## src/rtl/fetch_unit_if.sv

```systemverilog
// Fetch unit bus: instruction-memory address/data, redirect input and the
// valid/ready instruction stream toward decode.
interface fetch_unit_if;
  logic        fetch_en;
  logic        redirect_valid;
  logic [31:0] redirect_pc;
  logic [31:0] imem_addr;
  logic [31:0] imem_instr;
  logic        if_valid;
  logic        if_ready;
  logic [31:0] if_instr;
  logic [31:0] if_pc;

  modport master (
    input  fetch_en, redirect_valid, redirect_pc, imem_instr, if_ready,
    output imem_addr, if_valid, if_instr, if_pc
  );

  modport slave (
    output fetch_en, redirect_valid, redirect_pc, imem_instr, if_ready,
    input  imem_addr, if_valid, if_instr, if_pc
  );
endinterface

```

## src/rtl/fetch_unit.sv

```systemverilog
// Instruction fetch initiator: owns the PC, issues into a registered imem,
// tracks in-flight reads and buffers returned words for decode.
module fetch_unit #(
  parameter logic [31:0] RESET_PC = 32'h0000_0000,
  parameter int unsigned DEPTH    = 4
) (
  input  logic         clk,
  input  logic         reset,
  fetch_unit_if.master bus
);
  localparam int unsigned PTR_W = (DEPTH > 1) ? $clog2(DEPTH) : 1;
  localparam int unsigned CNT_W = $clog2(DEPTH + 1);
  localparam int unsigned CRD_W = CNT_W + 2;

  logic [31:0]      r_pc;
  logic [31:0]      r_imem_addr;
  logic [31:0]      r_rsp_pc;
  logic             r_iss_q;
  logic             r_rsp_q;
  logic [31:0]      r_fifo_pc    [DEPTH];
  logic [31:0]      r_fifo_instr [DEPTH];
  logic [PTR_W-1:0] r_rd_ptr;
  logic [PTR_W-1:0] r_wr_ptr;
  logic [CNT_W-1:0] r_count;

  logic             w_valid;
  logic             w_pop;
  logic             w_push;
  logic             w_issue;
  logic [31:0]      w_target;
  logic [CRD_W-1:0] w_credit;

  function automatic logic [PTR_W-1:0] ptr_inc(input logic [PTR_W-1:0] p);
    return (p == PTR_W'(DEPTH - 1)) ? '0 : p + PTR_W'(1);
  endfunction

  assign w_valid  = (r_count != '0);
  assign w_pop    = w_valid & bus.if_ready;
  assign w_push   = r_rsp_q;
  assign w_target = bus.redirect_pc & ~32'd3;

  // Words already owed to the FIFO (buffered + both pipeline stages) minus
  // the one leaving this cycle; a pop cannot occur with an empty FIFO.
  assign w_credit = CRD_W'(r_count) + CRD_W'(r_iss_q) + CRD_W'(r_rsp_q)
                  - CRD_W'(w_pop);
  assign w_issue  = bus.fetch_en & (w_credit < CRD_W'(DEPTH));

  always_ff @(posedge clk or negedge reset) begin
    if (!reset) begin
      r_pc        <= RESET_PC;
      r_imem_addr <= RESET_PC;
      r_rsp_pc    <= '0;
      r_iss_q     <= 1'b0;
      r_rsp_q     <= 1'b0;
      r_rd_ptr    <= '0;
      r_wr_ptr    <= '0;
      r_count     <= '0;
    end else if (bus.redirect_valid) begin
      r_imem_addr <= w_target;
      r_pc        <= w_target + 32'd4;
      r_iss_q     <= bus.fetch_en;
      r_rsp_q     <= 1'b0;
      r_rd_ptr    <= '0;
      r_wr_ptr    <= '0;
      r_count     <= '0;
    end else begin
      if (w_issue) begin
        r_imem_addr <= r_pc;
        r_pc        <= r_pc + 32'd4;
      end
      r_iss_q  <= w_issue;
      r_rsp_q  <= r_iss_q;
      r_rsp_pc <= r_imem_addr;
      if (w_push) begin
        r_wr_ptr <= ptr_inc(r_wr_ptr);
      end
      if (w_pop) begin
        r_rd_ptr <= ptr_inc(r_rd_ptr);
      end
      if (w_push && !w_pop) begin
        r_count <= r_count + CNT_W'(1);
      end else if (!w_push && w_pop) begin
        r_count <= r_count - CNT_W'(1);
      end
    end
  end

  always_ff @(posedge clk) begin
    if (w_push && !bus.redirect_valid) begin
      r_fifo_pc[r_wr_ptr]    <= r_rsp_pc;
      r_fifo_instr[r_wr_ptr] <= bus.imem_instr;
    end
  end

  assign bus.imem_addr = r_imem_addr;
  assign bus.if_valid  = w_valid;
  assign bus.if_pc     = w_valid ? r_fifo_pc[r_rd_ptr]    : 32'd0;
  assign bus.if_instr  = w_valid ? r_fifo_instr[r_rd_ptr] : 32'd0;
endmodule

```

## src/flat_wrapper.sv

```systemverilog
// flat-port wrapper written by rule: the top's interface ports become plain ports
module fetch_unit_flat 
#(
  parameter logic [31:0] RESET_PC = 32'h0000_0000,
  parameter int unsigned DEPTH    = 4
)
  (clk, reset, bus_fetch_en, bus_redirect_valid, bus_redirect_pc, bus_imem_instr, bus_if_ready, bus_imem_addr, bus_if_valid, bus_if_instr, bus_if_pc);
  fetch_unit_if bus_i ();
  input  logic clk;
  input  logic reset;
  input wire logic [$bits(bus_i.fetch_en)-1:0] bus_fetch_en;
  input wire logic [$bits(bus_i.redirect_valid)-1:0] bus_redirect_valid;
  input wire logic [$bits(bus_i.redirect_pc)-1:0] bus_redirect_pc;
  input wire logic [$bits(bus_i.imem_instr)-1:0] bus_imem_instr;
  input wire logic [$bits(bus_i.if_ready)-1:0] bus_if_ready;
  output wire logic [$bits(bus_i.imem_addr)-1:0] bus_imem_addr;
  output wire logic [$bits(bus_i.if_valid)-1:0] bus_if_valid;
  output wire logic [$bits(bus_i.if_instr)-1:0] bus_if_instr;
  output wire logic [$bits(bus_i.if_pc)-1:0] bus_if_pc;
  assign bus_i.fetch_en = bus_fetch_en;
  assign bus_i.redirect_valid = bus_redirect_valid;
  assign bus_i.redirect_pc = bus_redirect_pc;
  assign bus_i.imem_instr = bus_imem_instr;
  assign bus_i.if_ready = bus_if_ready;
  assign bus_imem_addr = bus_i.imem_addr;
  assign bus_if_valid = bus_i.if_valid;
  assign bus_if_instr = bus_i.if_instr;
  assign bus_if_pc = bus_i.if_pc;
  fetch_unit #(.RESET_PC(RESET_PC), .DEPTH(DEPTH)) u_core (.clk(clk), .reset(reset), .bus(bus_i));
endmodule
```

## config.mk

```make
export PLATFORM = sky130hd
export DESIGN_NAME = fetch_unit_flat
export DESIGN_NICKNAME = d
export VERILOG_FILES = /design/src/rtl/fetch_unit_if.sv /design/src/rtl/fetch_unit.sv /design/src/flat_wrapper.sv
export SDC_FILE = /design/constraint.sdc
export NUM_CORES = 1
export LEC_CHECK = 0
export CORE_AREA = 2 2 162 164
export CTS_CLUSTER_DIAMETER = 150
export DETAILED_ROUTE_END_ITERATION = 8
export DIE_AREA = 0 0 164 166
export PLACE_DENSITY_LB_ADDON = 0.08
export SLEW_MARGIN = 20
export SYNTH_ARGS = -nofsm -noshare
export SYNTH_HDL_FRONTEND = slang
export SYNTH_SLANG_ARGS = --single-unit
export TNS_END_PERCENT = 5
```

## constraint.sdc

```tcl
create_clock -name clk -period 4.2 [get_ports clk]
set_input_delay 0.63 -clock clk [delete_from_list [all_inputs] [get_ports clk]]
set_output_delay 0.63 -clock clk [all_outputs]
set_load 0.02 [all_outputs]
```

---- Word-level counts from Yosys, hierarchy flattened ----
Memories as Yosys holds them, arrays and structs flattened.
Cells that the tools add are included.
storage, ports and cells
  register bits after elaboration ......... 105
  bits in writable memories ............... 256
  output and inout port bits .............. 97
  memories ................................ 2
operators by class
  add/sub/neg operators ................... 9
  order comparisons ....................... 1
  equal/unequal tests ..................... 2
  mux-type cells .......................... 19
  bitwise operators ....................... 2
  reduce and logical (&&, ||, !) cells .... 11
memories
  memory               words  width  rd ports  clocked after memory_dff  write ports  RTL line          source
  u_core.r_fifo_instr  4      32     1         0                         1            fetch_unit.sv:21  logic [31:0] r_fifo_instr [DEPTH];
  u_core.r_fifo_pc     4      32     1         0                         1            fetch_unit.sv:20  logic [31:0] r_fifo_pc [DEPTH];
operator list
  operator               count
  $mux 32                6
  $add 32x3->32 const B  2
  $mux 2                 6
  $mux 3                 3
  $reduce_bool 2->1      3
  $reduce_bool 3->1      2
  $add 5x1->5            1
  $lt 5x3->1 const B     1
  $sub 5x1->5            1
  $add 2x1->2 const B    2
  $add 3x1->4            1
  $eq 2x2->1 const B     2
  $mux 1                 4
  $add 3x1->3 const B    1
  $logic_and 1x1->1      3
  $logic_not 1->1        3
  $sub 3x1->3 const B    1
  $and 1x1->1            2

---- Logic depth before layout (Yosys ltp) ----
  word-level depth ........................ 7
  gate-level depth with buffers ........... 14

---- Least setup slack after synthesis ----
Ideal clock, no wire load.
  kind .................................... in2reg
  start ................................... input port bus_redirect_valid
  end ..................................... memory u_core.r_fifo_instr[0][0] (enable)
  data arrival time ....................... 2992 ps
  required time ........................... 3773 ps
  setup slack ............................. 782 ps
  stages .................................. 7
  path buffers ............................ 5
  cell sequence ........................... buf_6 buf_6 buf_6 buf_2 clkbuf_1 nor2b_1 and2_1
on the way
  word-level cells in the longest chain between the ends .. 4
RTL lines
  what                          RTL line            source
  start: declaration            flat_wrapper.sv:12  input wire logic [$bits(bus_i.redirect_valid)-1:0] bus_redirect_valid;
  $logic_not 1->1               fetch_unit.sv:89    if (w_push && !bus.redirect_valid) begin
  $logic_and 1x1->1             fetch_unit.sv:89
  $mux 1                        fetch_unit.sv:89
  $mux 1 (not written as such)  fetch_unit.sv:91    r_fifo_instr[r_wr_ptr] <= bus.imem_instr;
  end: declaration              fetch_unit.sv:21
No other way between the ends.

---- Final worst setup path ----
  start ................................... register u_core.r_rd_ptr[0]
  end ..................................... output port bus_if_pc[4]
on the way
  word-level cells in the longest chain between the ends .. 2
RTL lines
  what                      RTL line            source
  start: declaration        fetch_unit.sv:22    logic [PTR_W-1:0] r_rd_ptr;
  start signal: assignment  fetch_unit.sv:78    r_rd_ptr <= ptr_inc(r_rd_ptr);
  $mem_v2 4x32              n/a
  $mux 32                   fetch_unit.sv:97    assign bus.if_pc = w_valid ? r_fifo_pc[r_rd_ptr] : 32'd0;
  end: declaration          flat_wrapper.sv:19  output wire logic [$bits(bus_i.if_pc)-1:0] bus_if_pc;
No other way between the ends.

==> summary.md <==
| Metric | Value |
|---|---|
| Status | finished, final reports clean |
| CP Cell Sequence | buf_4 -> mux4_2 -> and2_1 -> clkdlybuf4s50_1 |
| Seq/Total Area, Yosys | 0.6585 |
| Final-layout fill cell count | 1,698 |
| Fin cells | 1,461 |
| Worst EP arrival | 2.93 ns |
| Global Route met2 Usage | 0.3659 |
| Syn Area/Cell | 16.15 sq um |
| Max_cap viols | 0 |
| CP Class | register to primary output |
| Clock latency on the worst-skew pair | 0.50 ns |
| Synthesis Warnings | 0 |
| CP endpoint kind | primary output |
| Via Count | 8,274 |
| Largest net degree at the start of global routing | 75 |
| Post-CTS Resized | 0 |
| H-tree levels | 2 |
| Avg WL per Cell | 19.53 microns |
| Slowest-stage cell, CP | dfrtp_4 |
| Met3 Track Usage GR | 0.03621 |
| Initial antenna violation count | 2 |
| Startpoint types | register |
| Synth cell count leaders | edfxtp_1 (248), dfrtp_1 (99), and2_1 (67) |
| Die X | 164 microns |
| Initial Utilization | 0.5884 |
| Worst EP required | 3.57 ns |
| EDFF count, synth | 248 |
| Nets | 1,181 |
| Slack of the critical path | 0.6444 ns |
| Layout cells sized above 1 | 0.1760 |
| Drt initial violations | 483 |
| Pwr/cell area | 646.1 nW/um^2 |
| Max Clock Skew | 0.01721 ns |
| Setup TNS | 0 ns |
| Top cells by area, synth | edfxtp_1 (49%), dfrtp_1 (16%), mux4_2 (9.3%) |
| GR peak layer | met2 |
| Internal Power | 7.976 mW |
| Min-delay worst type | input port to async pin |
| # rows | 59 |
| Clock group share of total power | 0.259 |
| Clock sink count | 347 |
| Port Buffers | 159 |
| First-pass GRT wire length | 46.28 mm |
| Comb pwr share | 0.349 |
| Worst Path Max Fanout | 31 |
| Worst path top cell family by delay | buffers and inverters |
| Sw frac | 0.3206 |
| Max clock buf depth | 3 |
| Fin. Hold Viols | 0 |
| Top cell type's share of synthesized area | 0.4941 |
| Reg power frac | 0.392 |
| Ys flop type | edfxtp_1 |
| Fmax achieved | 281.2 MHz |
| Final critical-path share of the clock period | 0.8466 |
| Setup Fix Bufs, Post-CTS | 0 |
| Post-Place Worst Slack | 0.7708 ns |
| Via density | 5.663 |
| Num CTS Buffers | 35 |
| Final Max Tran Viols | 0 |
| Final setup viols | 0 |
| WL final | 28.54 mm |
| Met1 Resource Use GR | 0.3017 |
| Async set-reset flop share out of synthesis | 0.2853 |
| Cells after Synth | 933 |
| Drc violations | 0 |
| Area delta synth->final | 20.55% |
| Vias in the first global route | 8,476 |
| Most frequent cell after synthesis | edfxtp_1 |
| Drt pass-1 iters | 6 |
| FF-to-FF setup slack | 1.05 ns |
| Crit path time final | 3.556 ns |
| GPL Wtd Cong | 0.8164 |
| Slowest Stage Delay on Critical Path | 0.82 ns |
| CTS tree | yes |
| Yosys cell types | 58 |
| Post-Syn Area | 15,070 sq um |
| FF+latch count, synth | 347 |
| Boundary Pins | 166 |
| Final HPWL DP | 18.03 mm |
| Clk slew on worst S/H paths | 0.06 ns |
| Total grt overflow | 0 |
| GRT Total Usage | 0.2184 |
| Area of the multi-input gates | 4826 sq um |
| RSZ-0062 raised after global routing | false |
| Lkg Pwr | 6.316 nW |
| Slew @ Worst Pin | 0.7129 ns |
| Die height | 166 microns |
| Peak supply drop | 0.4819 mV |
| Core Area | 25,620 sq um |
| Switch Pwr | 3.764 mW |
| CTS Root Cell | clkbuf_16 |
| FF/Latch Area | 9930 sq um |
| Slew HR | 0.5247 |
| Cell taking the most area after synthesis | edfxtp_1 |
| Final ANT Viol Nets | 0 |
| Placed cell count | 1,397 |
| CTS Hold Bufs | 0 |
| Die ar. | 27,220 sq um |
| Crit path buffers/inverters | 2 |
## power groups by stage
stage	Combinational [mW]	Clock, mW	Sequential [mW]
floorplan	2.59	0	4.61
global placement	4.10	0	4.66
detailed placement	4.14	0	4.68
CTS	4.16	3.11	4.62
global route	4.43	3.24	4.68
finish	4.10	3.04	4.60
## cell type report
| cell class | instances | area share |
|---|---|---|
| sequential | 347 | 0.5465 |
| clock inverter | 16 | 0.008332 |
| inverter | 16 | 0.003305 |
| multi-input combinational | 519 | 0.2656 |
| timing repair buffer | 180 | 0.09895 |
| clock buffer | 47 | 0.05412 |
| antenna | 1 | 0.0001377 |
| tap | 335 | 0.02307 |
## worst register-to-register path, cell delays in order (launching register included)
cell and delay [ns]:
dfrtp_1 0.42, ha_1 0.26, ha_1 0.20, xor2_1 0.19
inv_1 0.07, ha_1 0.35, o41a_1 0.42, buf_4 0.26
nor2_4 0.17, buf_4 0.30, a21oi_1 0.11, a211o_1 0.28
## flip-flops by register name (all words and copies together), names as in the netlist
register,cells
u_core.r_pc,30
u_core.r_rsp_q,1
u_core.r_rsp_pc,30
u_core.r_iss_q,1
u_core.r_fifo_instr,128
u_core.r_fifo_pc,120
u_core.r_wr_ptr,2
u_core.r_rd_ptr,2
u_core.r_count,3
u_core.bus.imem_addr,30
## per-layer routing
metal | routed length, microns | share of wire | vias to the layer above
met2 | 14440 | 0.51 | 174
li1 | - | - | 3844
met4 | 512 | 0.018 | 2
met1 | 12410 | 0.43 | 4212
met3 | 1157 | 0.041 | 42
met5 | 13 | 0.00046 | -
## cell families (layout without fill, tap and decap cells)
kind of cell | count (synthesis) | after routing | synth area share
compound gates | 63 | 63 | 0.02831
xor+xnor | 59 | 59 | 0.03428
fa+ha+maj | 13 | 13 | 0.01129
buf+inv | 70 | 259 | 0.02333
flops | 347 | 347 | 0.6585
mux | 153 | 153 | 0.1559
other cells | 1 | 5 | 0.0002488
simple gates | 227 | 227 | 0.08816
## stage by stage
step | hold slack [ns] | instance area (sq um) | total power, mW | utilization
3_3_place_gp | 0.4880 | 17030 | 8.758 | 0.6649
3_5_place_dp | 0.4976 | 17030 | 8.821 | 0.6649
6_report | 0.1137 | 18170 | 11.74 | 0.7093
2_1_floorplan | 0.3344 | 15080 | 7.202 | -
5_1_grt | 0.1572 | 18170 | 12.34 | 0.7093
4_1_cts | 0.1217 | 18170 | 11.88 | 0.7092
## placed cells by master, fill, tap and decap left out, types with 6 or more instances in the layout
cell type        instances
nor4_2                   8
dfrtp_1                 97
inv_1                   16
edfxtp_1               248
ha_1                    12
nor3_1                  15
o21ai_0                 30
a21oi_1                  7
clkinv_1                 8
xnor2_1                 42
xor2_1                  17
and2_1                  63
nor2_1                  24
nand2_1                 57
mux4_2                  62
mux2_2                  34
mux2i_1                 57
clkbuf_16               37
buf_4                   18
clkbuf_1                 8
o21ai_1                  6
clkdlybuf4s50_1        157
nand3_1                 18
## path summary, 6_finish.rpt
| check | endpoint | from | cells after the start |
|---|---|---|---|
| setup / recovery | bus_if_pc[4] | u_core.r_rd_ptr[0] | 4 |
| hold / removal | u_core.r_rsp_pc[11] | reset | 1 |
| setup reg to reg | u_core.r_pc[26] | u_core.r_count[0] | 11 |
| hold reg to reg | u_core.r_rsp_q | u_core.r_iss_q | 1 |
| max in group asynchronous | u_core.r_pc[23] | reset | 2 |
| min in group clk | u_core.r_rsp_q | u_core.r_iss_q | 1 |
Power figures use the tool's default switching activity.
==> patch (same settings) <==
`DEPTH` is set to 4 in 2 places; all go to 2.
--- a/src/rtl/fetch_unit.sv
+++ b/src/rtl/fetch_unit.sv
@@ -2,7 +2,7 @@
 // tracks in-flight reads and buffers returned words for decode.
 module fetch_unit #(
   parameter logic [31:0] RESET_PC = 32'h0000_0000,
-  parameter int unsigned DEPTH    = 4
+  parameter int unsigned DEPTH    = 2
 ) (
   input  logic         clk,
   input  logic         reset,
--- a/src/flat_wrapper.sv
+++ b/src/flat_wrapper.sv
@@ -2,7 +2,7 @@
 module fetch_unit_flat 
 #(
   parameter logic [31:0] RESET_PC = 32'h0000_0000,
-  parameter int unsigned DEPTH    = 4
+  parameter int unsigned DEPTH    = 2
 )
   (clk, reset, bus_fetch_en, bus_redirect_valid, bus_redirect_pc, bus_imem_instr, bus_if_ready, bus_imem_addr, bus_if_valid, bus_if_instr, bus_if_pc);
   fetch_unit_if bus_i ();
Behaviour: not the same (Yosys sat finds a counterexample within 4 cycles, from zero or initial values and one cycle with reset low).
==> patch against the original RTL <==
- hold slack gained 110 ps
- final area shrank 30%
- sequential cell count shrank 127
- power shrank 51%
- setup slack gained 190 ps
- routed wire length shrank 22%
- synthesized area shrank 34%
- clock power shrank 27%
- non-clock buffer count shrank 3
- synthesized cell count shrank 17%
- sequential share of layout area shrank 6.7 points
==> patch: results <==
set metrics [dict create \
    dp_cells 1244 \
    max_stage_delay_ps 470 \
    crit_arrival_ps 3720 \
    critPathMaxFanout 15 \
    clkPwrFrac_pct 38.7 \
    fillers 2224 \
    endpoint_kind "flip-flop" \
    routedWlPerCell_um 17.2 \
    synth_cell_types 53 \
    swShare_pct 24.8 \
    grt_pass1_wl_mm 35.8 \
    pg_seq_mw 2.66 \
    syn_area_per_cell_um2 12.8 \
    buffers 177 \
    finClkSkew_ps 8.63 \
    dp_hpwl_mm 15.1 \
    async_flop_share_pct 43.6 \
    grtUsageMet3_pct 2.80 \
    largest_reg_flops 64 \
    cts_made_buffers 24 \
    multi_input_area_share_pct 28.1 \
    finalWeightedCongestion 0.794 \
    status "completed" \
    ys_seq_area_share_pct 61.6 \
    fin_crit_ps 3370 \
    internal_power_mw 4.30 \
    grt_use_met1_pct 21.8 \
    via_per_inst 5.04 \
]
[patch: changes by cell type in the layout (fill, tap and decap cells not counted), sizes merged, moves of 6 or more]
cell / change
edfxtp: -124
and2: -67
mux4: -62
mux2i: +55
nor2: +48
a21oi: +15
nor4: -13
clkbuf: -12
nor3: -10
o21ai: +8
clkinv: -7
ha: -7
xnor2: -6
[patch: logic make-up (layout without fill, tap and decap cells)]
logic type | count (synthesis) | in the layout | share of synthesized area (%)
xor gates and xnor gates | 50 | 50 | 4.40
DFF | 220 | 220 | 61.6
AOI/OAI and AO/OA | 99 | 99 | 6.22
and+or+nand+nor | 192 | 192 | 9.11
muxes | 147 | 147 | 15.2
other | 1 | 4 | 0.0377
adders and majority gates | 6 | 6 | 0.830
buffers and inverters | 60 | 234 | 2.62
[patch: metal layers]
layer  share of wire [%]  up-vias  wire [um]
met1                  44     3154       9860
met5                   0        -          0
li1                    -     3126          -
met3                 5.3       32       1170
met2                  48      170      10700
met4                 2.0        0        439
[patch: worst min path at each step]
stage                                         start                                    to  cells after the start
floorplan                                     reset  u_core.bus.imem_addr[10]$_DFFE_PN0P_                      0
finish                                        reset           u_core.r_pc[30]$_DFFE_PN0P_                      1
CTS                                           reset  u_core.bus.imem_addr[30]$_DFFE_PN0P_                      1
global route                                  reset           u_core.r_pc[30]$_DFFE_PN0P_                      1
global placement     u_core.r_rsp_pc[7]$_DFFE_PN0N_      u_core.r_fifo_pc[0][7]$_DFFE_PP_                      0
detailed placement  u_core.r_rsp_pc[16]$_DFFE_PN0N_     u_core.r_fifo_pc[1][16]$_DFFE_PP_                      0
